--- config.mk ---
export PLATFORM = sky130hd
export DESIGN_NAME = ifid_ctrl
export DESIGN_NICKNAME = d
export VERILOG_FILES = /design/src/rtl/cpu_pkg.sv /design/src/rtl/fetch_track.sv /design/src/rtl/ifid_ctrl.sv
export SDC_FILE = /design/constraint.sdc
export NUM_CORES = 1
export LEC_CHECK = 0
export ABC_AREA = 0
export ABC_CLOCK_PERIOD_IN_PS = 1700
export BUFFER_PORTS_ARGS = -buffer_cell sky130_fd_sc_hd__buf_2
export CORE_ASPECT_RATIO = 0.7
export CORE_UTILIZATION = 39
export CTS_CLUSTER_DIAMETER = 150
export DETAILED_ROUTE_END_ITERATION = 8
export PLACE_DENSITY = 0.7
export RECOVER_POWER = 50
export SLEW_MARGIN = 20
export SYNTH_ARGS = -nofsm -noshare
export SYNTH_HDL_FRONTEND = slang
export SYNTH_SLANG_ARGS = --single-unit
--- constraint.sdc ---
create_clock -name clk -period 1.7 [get_ports clk]
set_input_delay 0.255 -clock clk [delete_from_list [all_inputs] [get_ports clk]]
set_output_delay 0.255 -clock clk [all_outputs]
set_load 0.005 [all_outputs]
--- src/rtl/cpu_pkg.sv ---
// Shared types and constants for the exp12 front-end control path.
// Latency: n/a (declarations only).
// Backpressure: n/a (declarations only).
package cpu_pkg;

  // IF/ID sequencing states; encodings are fixed so other blocks can decode them.
  typedef enum logic [1:0] {
    RUN      = 2'd0,
    STALL    = 2'd1,
    REDIRECT = 2'd2
  } ifid_state_e;

  // PC loaded into IF/ID on a flush: one word below the reset PC, so a bubble
  // never aliases a real instruction address.
  localparam logic [31:0] IFID_FLUSH_PC    = 32'h1bfffffc;
  localparam logic [31:0] RESET_PC_DEFAULT = 32'h1c000000;

  // Flush target selection: exception beats ertn beats branch.
  function automatic logic [31:0] flush_target(
    input logic        ex,
    input logic        ertn,
    input logic [31:0] ex_pc,
    input logic [31:0] era_pc,
    input logic [31:0] br_pc
  );
    if (ex)        return ex_pc;
    else if (ertn) return era_pc;
    else           return br_pc;
  endfunction

endpackage

--- src/rtl/fetch_track.sv ---
// Tracks in-flight fetch requests and how many responses must be dropped after a flush.
// Latency: counters update on the clock edge; room/drop are combinational from registered state.
// Backpressure: room deasserts when MAX_OUTSTANDING requests are in flight; count saturates.
module fetch_track #(
  parameter int MAX_OUTSTANDING = 2
) (
  input  logic clk,
  input  logic resetn,
  input  logic req_fire,
  input  logic inst_valid,
  input  logic flush,
  output logic room,
  output logic drop_active
);

  localparam int CW = $clog2(MAX_OUTSTANDING + 1);
  localparam logic [CW-1:0] MAX_C = CW'(MAX_OUTSTANDING);
  localparam logic [CW-1:0] ONE_C = CW'(1);

  logic [CW-1:0] outstanding;
  logic [CW-1:0] discard_cnt;

  assign room        = (outstanding < MAX_C);
  assign drop_active = (discard_cnt != '0);

  // In-flight request count: request and response in the same cycle cancel.
  always_ff @(posedge clk or negedge resetn) begin
    if (!resetn) begin
      outstanding <= '0;
    end else if (req_fire && !inst_valid && (outstanding < MAX_C)) begin
      outstanding <= outstanding + ONE_C;
    end else if (inst_valid && !req_fire && (outstanding != '0)) begin
      outstanding <= outstanding - ONE_C;
    end
  end

  // Responses still owed to the stale stream are counted off and dropped;
  // a response arriving with the flush itself is already accounted for.
  always_ff @(posedge clk or negedge resetn) begin
    if (!resetn) begin
      discard_cnt <= '0;
    end else if (flush) begin
      discard_cnt <= (inst_valid && (outstanding != '0)) ? (outstanding - ONE_C) : outstanding;
    end else if (inst_valid && (discard_cnt != '0)) begin
      discard_cnt <= discard_cnt - ONE_C;
    end
  end

endmodule

--- src/rtl/ifid_ctrl.sv ---
// IF/ID load/hold/flush sequencing and fetch-redirect handshake (optional IFID_PERF_CNT_EN counters).
// Latency: ifid_load/ifid_flush combinational; redirect_valid/redirect_pc one cycle after the flush event.
// Backpressure: redirect held until redirect_ack; if_allow_req low while redirecting or fetch window full.
module ifid_ctrl
  import cpu_pkg::*;
#(
  parameter logic [31:0] RESET_PC        = RESET_PC_DEFAULT,
  parameter int          MAX_OUTSTANDING = 2
) (
  input  logic        clk,
  input  logic        resetn,
  input  logic        if_req_fire,
  input  logic        if_inst_valid,
  input  logic        hazard_stall,
  input  logic        br_taken,
  input  logic [31:0] br_target,
  input  logic        wb_ex,
  input  logic        wb_is_ertn,
  input  logic [31:0] ex_entry,
  input  logic [31:0] era,
  input  logic        redirect_ack,
  output logic        ifid_load,
  output logic        ifid_flush,
  output logic        id_valid,
  output logic        redirect_valid,
  output logic [31:0] redirect_pc,
  output logic        if_allow_req
`ifdef IFID_PERF_CNT_EN
  ,
  output logic [31:0] perf_stall_cycles,
  output logic [31:0] perf_flush_cnt
`endif
);

  ifid_state_e state;
  logic        redir_hi_pri;   // pending redirect came from an exception or ertn
  logic        br_eff;
  logic        flush_evt;
  logic [31:0] flush_pc;
  logic        room;
  logic        drop_active;

  // A branch from the wrong-path stream must not override an exception/ertn redirect.
  assign br_eff     = br_taken && !((state == REDIRECT) && redir_hi_pri);
  assign flush_evt  = wb_ex || wb_is_ertn || br_eff;
  assign flush_pc   = flush_target(wb_ex, wb_is_ertn, ex_entry, era, br_target);

  assign ifid_flush = flush_evt;
  assign ifid_load  = if_inst_valid && (state == RUN) && !hazard_stall
                      && !drop_active && !flush_evt;
  // redirect_valid also gates fetch so nothing is issued before the reset PC is accepted.
  assign if_allow_req = room && (state != REDIRECT) && !redirect_valid;

  fetch_track #(
    .MAX_OUTSTANDING (MAX_OUTSTANDING)
  ) u_track (
    .clk         (clk),
    .resetn      (resetn),
    .req_fire    (if_req_fire),
    .inst_valid  (if_inst_valid),
    .flush       (flush_evt),
    .room        (room),
    .drop_active (drop_active)
  );

  // Sequencing FSM with registered redirect request; a new flush always wins over ack.
  always_ff @(posedge clk or negedge resetn) begin
    if (!resetn) begin
      state          <= RUN;
      redirect_valid <= 1'b1;
      redirect_pc    <= RESET_PC;
      redir_hi_pri   <= 1'b0;
    end else if (flush_evt) begin
      state          <= REDIRECT;
      redirect_valid <= 1'b1;
      redirect_pc    <= flush_pc;
      redir_hi_pri   <= wb_ex || wb_is_ertn;
    end else begin
      if (redirect_valid && redirect_ack) begin
        redirect_valid <= 1'b0;
      end
      case (state)
        RUN:      if (hazard_stall) state <= STALL;
        STALL:    if (!hazard_stall) state <= RUN;
        REDIRECT: if (redirect_ack) begin
                    state        <= RUN;
                    redir_hi_pri <= 1'b0;
                  end
        default:  state <= RUN;
      endcase
    end
  end

  // Liveness of the IF/ID content: flush kills, load fills, an unfilled advance drains.
  always_ff @(posedge clk or negedge resetn) begin
    if (!resetn) begin
      id_valid <= 1'b0;
    end else if (ifid_flush) begin
      id_valid <= 1'b0;
    end else if (ifid_load) begin
      id_valid <= 1'b1;
    end else if ((state == RUN) && !hazard_stall) begin
      id_valid <= 1'b0;
    end
  end

`ifdef IFID_PERF_CNT_EN
  // Free-running wrap-around event counters for stall cycles and flushes.
  always_ff @(posedge clk or negedge resetn) begin
    if (!resetn) begin
      perf_stall_cycles <= '0;
      perf_flush_cnt    <= '0;
    end else begin
      if (state == STALL) perf_stall_cycles <= perf_stall_cycles + 32'd1;
      if (flush_evt)      perf_flush_cnt    <= perf_flush_cnt + 32'd1;
    end
  end
`else
  // Counters compiled out; control behaviour is unchanged.
`endif

endmodule

# == After elaboration in Yosys (flattened, before gate mapping) ==
# Cells that the tools add are included.
# Widths: inputs -> output; s select.
# op_classes
reduce_logical,36
order_cmp,1
addsub,3
n_mux,20
eq_ne,6
# ops
operator,n
$mux 32,2
$mux 2,9
$logic_and 1x1->1,16
$reduce_bool 2->1,7
$ne 3x3->1 const B,3
$mux 1,8
$logic_not 1->1,7
$pmux 2 s3,1
$sub 2x1->2 const B,2
$reduce_and 3->1,1
$reduce_bool 3->1,1
$add 2x1->2 const B,1
$eq 2x1->1 const B,1
$eq 2x2->1 const B,1
$logic_not 2->1,1
$logic_or 1x1->1,2
$lt 2x2->1 const B,1
$ne 2x2->1 const B,1
$reduce_and 2->1,1
# word_totals
in_bits,105
wordCells,73
out_inout_bits,37
reg_bits,41

# == Longest topological paths before layout ==
# logic_depth
word_depth,9
mapped_depth,5
ltp_nobuf,5

# == Cells and area by module ==
# Synthesis repeated with hierarchy kept, for this count alone.
# hier_totals
hier_cells,222
area_unflattened_um2,2407.3
# modules_own_cells
module,n_inst,area_each_um2,cells_per_inst,seq_area_each_um2
ifid_ctrl,1,2133.3,195,930.9
fetch_track,1,274.0,27,100.1

# == Worst setup path before layout ==
# OpenSTA, ideal clock, no wires.
# synth_timing
kind,reg2reg
start,register state[0]
end,register redirect_pc[0]
arrival_ps,1328
path_slack_ps,247
required_time_ps,1575
path_buffers,1
synth_period_minus_slack_ps,1453
stages_incl_launch_ff,5
setup_ps,125
cell_sequence,dfrtp_1 nand3b_1 a211o_1 buf_6 mux2_4
# synth_via
elab_chain_cells,5
# synth_rtl
item,line,text
from (decl),ifid_ctrl.sv:35,ifid_state_e state;
from (signal assigned),ifid_ctrl.sv:69,state <= RUN;
from (signal assigned),ifid_ctrl.sv:74,state <= REDIRECT;
from (signal assigned),ifid_ctrl.sv:83,RUN: if (hazard_stall) state <= STALL;
$eq 2x2->1,ifid_ctrl.sv:44,assign br_eff = br_taken && !((state == REDIRECT) && redir_hi_pri);
$logic_and 1x1->1,ifid_ctrl.sv:44,
$logic_not 1->1,ifid_ctrl.sv:44,
$logic_and 1x1->1,ifid_ctrl.sv:44,
$logic_or 1x1->1,ifid_ctrl.sv:45,assign flush_evt = wb_ex || wb_is_ertn || br_eff;
to (signal assigned),ifid_ctrl.sv:76,redirect_pc <= flush_pc;
to (decl),ifid_ctrl.sv:26,"output logic [31:0] redirect_pc,"
# No other way between the ends.
# A chain may end at the register's enable or synchronous reset.

# == Worst setup path in the final report ==
# layout_timing
start,register state[0]
end,output ifid_load
# layout_via
elab_chain_cells,7
elab_cells_between_ends,11
cone_classes,1 x eq/ne; 10 x reduce/logical
# layout_rtl
item,line,text
$eq 2x2->1,ifid_ctrl.sv:44,
$logic_and 1x1->1,ifid_ctrl.sv:44,
$logic_not 1->1,ifid_ctrl.sv:44,
$logic_and 1x1->1,ifid_ctrl.sv:44,
$logic_or 1x1->1,ifid_ctrl.sv:45,
$logic_not 1->1,ifid_ctrl.sv:50,&& !drop_active && !flush_evt;
$logic_and 1x1->1 *,ifid_ctrl.sv:50,
to (decl),ifid_ctrl.sv:22,"output logic ifid_load,"
# Mark *: on every way between the ends. The rest lies on a longest branch, timed or not.

==> metrics <==
syn_area_per_cell=11.20 um^2; 1st-pass router iterations=4; Slew Limit Fails=0; nets@finish=473; Vias=2,096; detailed placement HPWL=between 4000 and 5000 um; Layout area overhead=40.15%; CP max stage delay=0.38 ns; clk sinks=41; Die Ht=68.52 um; status=finished, violations left; Fill cells=approximately 520; CP max-delay cell=dfrtp_1; via density per instance=roughly 4.7; Final Hold Vio Count=0; Worst VDD drop=roughly 0.00036 V; CP startpoint=state[0]; IO buf count=141; leading cell type in the layout, fill and taps excluded=buf_2; overflow left after global routing=0; final critical path time including I/O delays and setup=1.755 ns; pre-CTS setup slack=0.1431 ns; Area after DPL=between 3000 and 4000 um^2; FF-to-FF setup slack=0.02 ns; register area share after synthesis=between 40% and 50%; largest fanout on the critical path=3; worst min path class=input pin to flop; Design Area, Final=~3500 um^2; syn_nets=327; Pwr Density=843.7 nW/um^2; final hold slack=around 0.23 ns; number of CTS-inserted buffers=5; count of cell types in the netlist=26; H-tree depth=2; Hold Crit Start=if_inst_valid; RSZ-0062 raised after global routing=yes; CTS tree=done; CP Data Arrival Time=1.50 ns; Die W=97.02 um; IO Pins=142; CP Launch Type=flop; commonest cells after routing, fill and taps aside=135 x buf_2, 37 x dfrtp_1, 36 x mux2i_1; mapped cell area=2465 um^2; Mapped Cells=220; largest net degree at the start of global routing=46; static leakage=1.894 nW; CP Class=flop to primary output; Tcrit/Tclk final=103.2%; Max Root-Sink Buffers=2; initial antenna violation count=0; Rel. slew slack=29.46%; Diodes inserted=0; Design Power=2.915 mW; #FFs+latches synth=slightly above 40; Wirelength per Cell=13.52 um; final setup margin=-0.05502 ns; Die ar.=6647 um^2; number of global-route vias before repair=1,908; clk root buf=clkbuf_8; Starting Density=41.78%; total track usage=roughly 18%; initial DRC count=20; yosys warns=0; DRC errors left=0; drt total wl=about 6000 um; WP data required=between 1 and 1.5 ns; violated checks=negative setup slack; Std-Cell Rows=23; max frequency=569.8 MHz; max-cap violations=0; Final Setup Violations=2; Worst Setup End Kind=primary output; Core Region=around 5900 um^2; first-pass GRT wire length=9177 um; global placer's final weighted congestion=between 0.7 and 0.8; Worst-path clk slew=0.08 ns; Clock Latency Late Sink=just under 0.3 ns; Worst-Margin Slew=1.058 ns; cells along the critical path=nand3b_1, a211o_4, buf_12, nor2_4, buf_2; layout cells sized above 1=about 53%; reg-to-reg startpoint=state[0]; Routed Antenna Nets=0; clock skew=0.01027 ns
## final timing paths
check / depth (start not counted) / to
min reg2reg: 1 / state[0]
max in group asynchronous: 3 / redirect_pc[27]
min: 2 / u_track.outstanding[1]
max reg2reg: 5 / redirect_pc[20]
max: 5 / ifid_load
min in group asynchronous: 2 / redirect_pc[11]
## state kept, by name, summed over array words and instances, names as in the netlist
register	flops
redirect_pc	32
state	2
u_track.discard_cnt	2
u_track.outstanding	2
id_valid	1
redir_hi_pri	1
redirect_valid	1
## synth_stat cells
cell type / count / area [um^2]
a21o_1: 2 / 15.01
mux2i_1: 36 / 360.4
dfrtp_1: 37 / 925.9
xnor2_1: 3 / 26.28
buf_2: 4 / 20.02
nor3_1: 2 / 10.01
nor2b_1: 1 / 6.260
nand3_1: 1 / 5.000
a211o_1: 2 / 17.52
ha_1: 2 / 25.02
nand2b_1: 2 / 12.51
o21ai_0: 33 / 165.2
nand2_1: 32 / 120.1
a21oi_1: 2 / 10.01
mux2_4: 33 / 495.5
inv_1: 5 / 18.77
nor3b_1: 1 / 7.510
clkbuf_1: 6 / 22.52
nor2_1: 3 / 11.26
a22oi_1: 1 / 7.510
and2b_1: 1 / 7.510
o32a_1: 1 / 10.01
dfstp_2: 4 / 105.1
buf_4: 1 / 7.510
nand3b_1: 1 / 7.510
buf_6: 4 / 45.04
## per-layer routing
| metal | wire length [um] | vias to the layer above | part of all wire [%] | GRT usage, % |
|---|---|---|---|---|
| li1 | - | 1060 | - | - |
| met3 | 445 | 5 | 7.4 | 5.343 |
| met2 | 2782 | 92 | 47 | 30.72 |
| met1 | 2716 | 939 | 45 | 22.53 |
| met5 | 0 | - | 0 | 0 |
| met4 | 30 | 0 | 0.50 | 4.478 |
## layout make-up
cell class	count	area [um^2]	area share, %
clock buffers	7	86.33	2.499
clock inverters	1	30.03	0.8693
inverters	5	18.77	0.5433
multi-input cells	159	1336	38.68
flip-flops and latches	41	1031	29.84
well taps	75	93.84	2.716
repair buffers	154	858.3	24.85
## critical path: cells and delay by family (launching register included)
family                 cells  cell delay, ns
flip-flops                 1            0.38
buffers and inverters      2            0.24
AND/OR/NAND/NOR            2            0.23
AO/OA/AOI/OAI              1            0.36
## logic make-up (layout without fill, tap and decap cells)
kind of cell | count (synthesis) | after routing | share of synthesized area [%]
AO/OA/AOI/OAI | 41 | 41 | 9.137
XOR/XNOR | 3 | 3 | 1.066
adder cells (fa/ha/maj) | 2 | 2 | 1.015
buffers and inverters | 20 | 167 | 4.619
flip-flops | 41 | 41 | 41.83
multiplexers | 69 | 69 | 34.72
AND/OR/NAND/NOR | 44 | 44 | 7.615
## through the flow
stage,util (%),setup TNS [ns],instances
finish,58.56,-0.06146,442
global route,58.56,-0.6785,442
detailed placement,55.40,0,429
CTS,58.52,-0.04837,442
floorplan,-,0,220
global placement,55.40,0,429
## what timing repair did
| item | CTS | global route |
|---|---|---|
| gates cloned | 1 | 0 |
| endpoints found under the setup margin | 2 | 19 |
| pin swaps | 2 | 1 |
| buffers inserted | 3 | 0 |
| resized for setup | 2 | 5 |
| endpoints found under the hold margin | 16 | 0 |
| hold buffers | 1 | 0 |
## report_power, final
part | internal, mW | switching [mW]
Sequential | 1.13 | 0.0879
Combinational | 0.525 | 0.379
Clock | 0.479 | 0.314
Note: power is estimated with default switching activity, not from simulation.
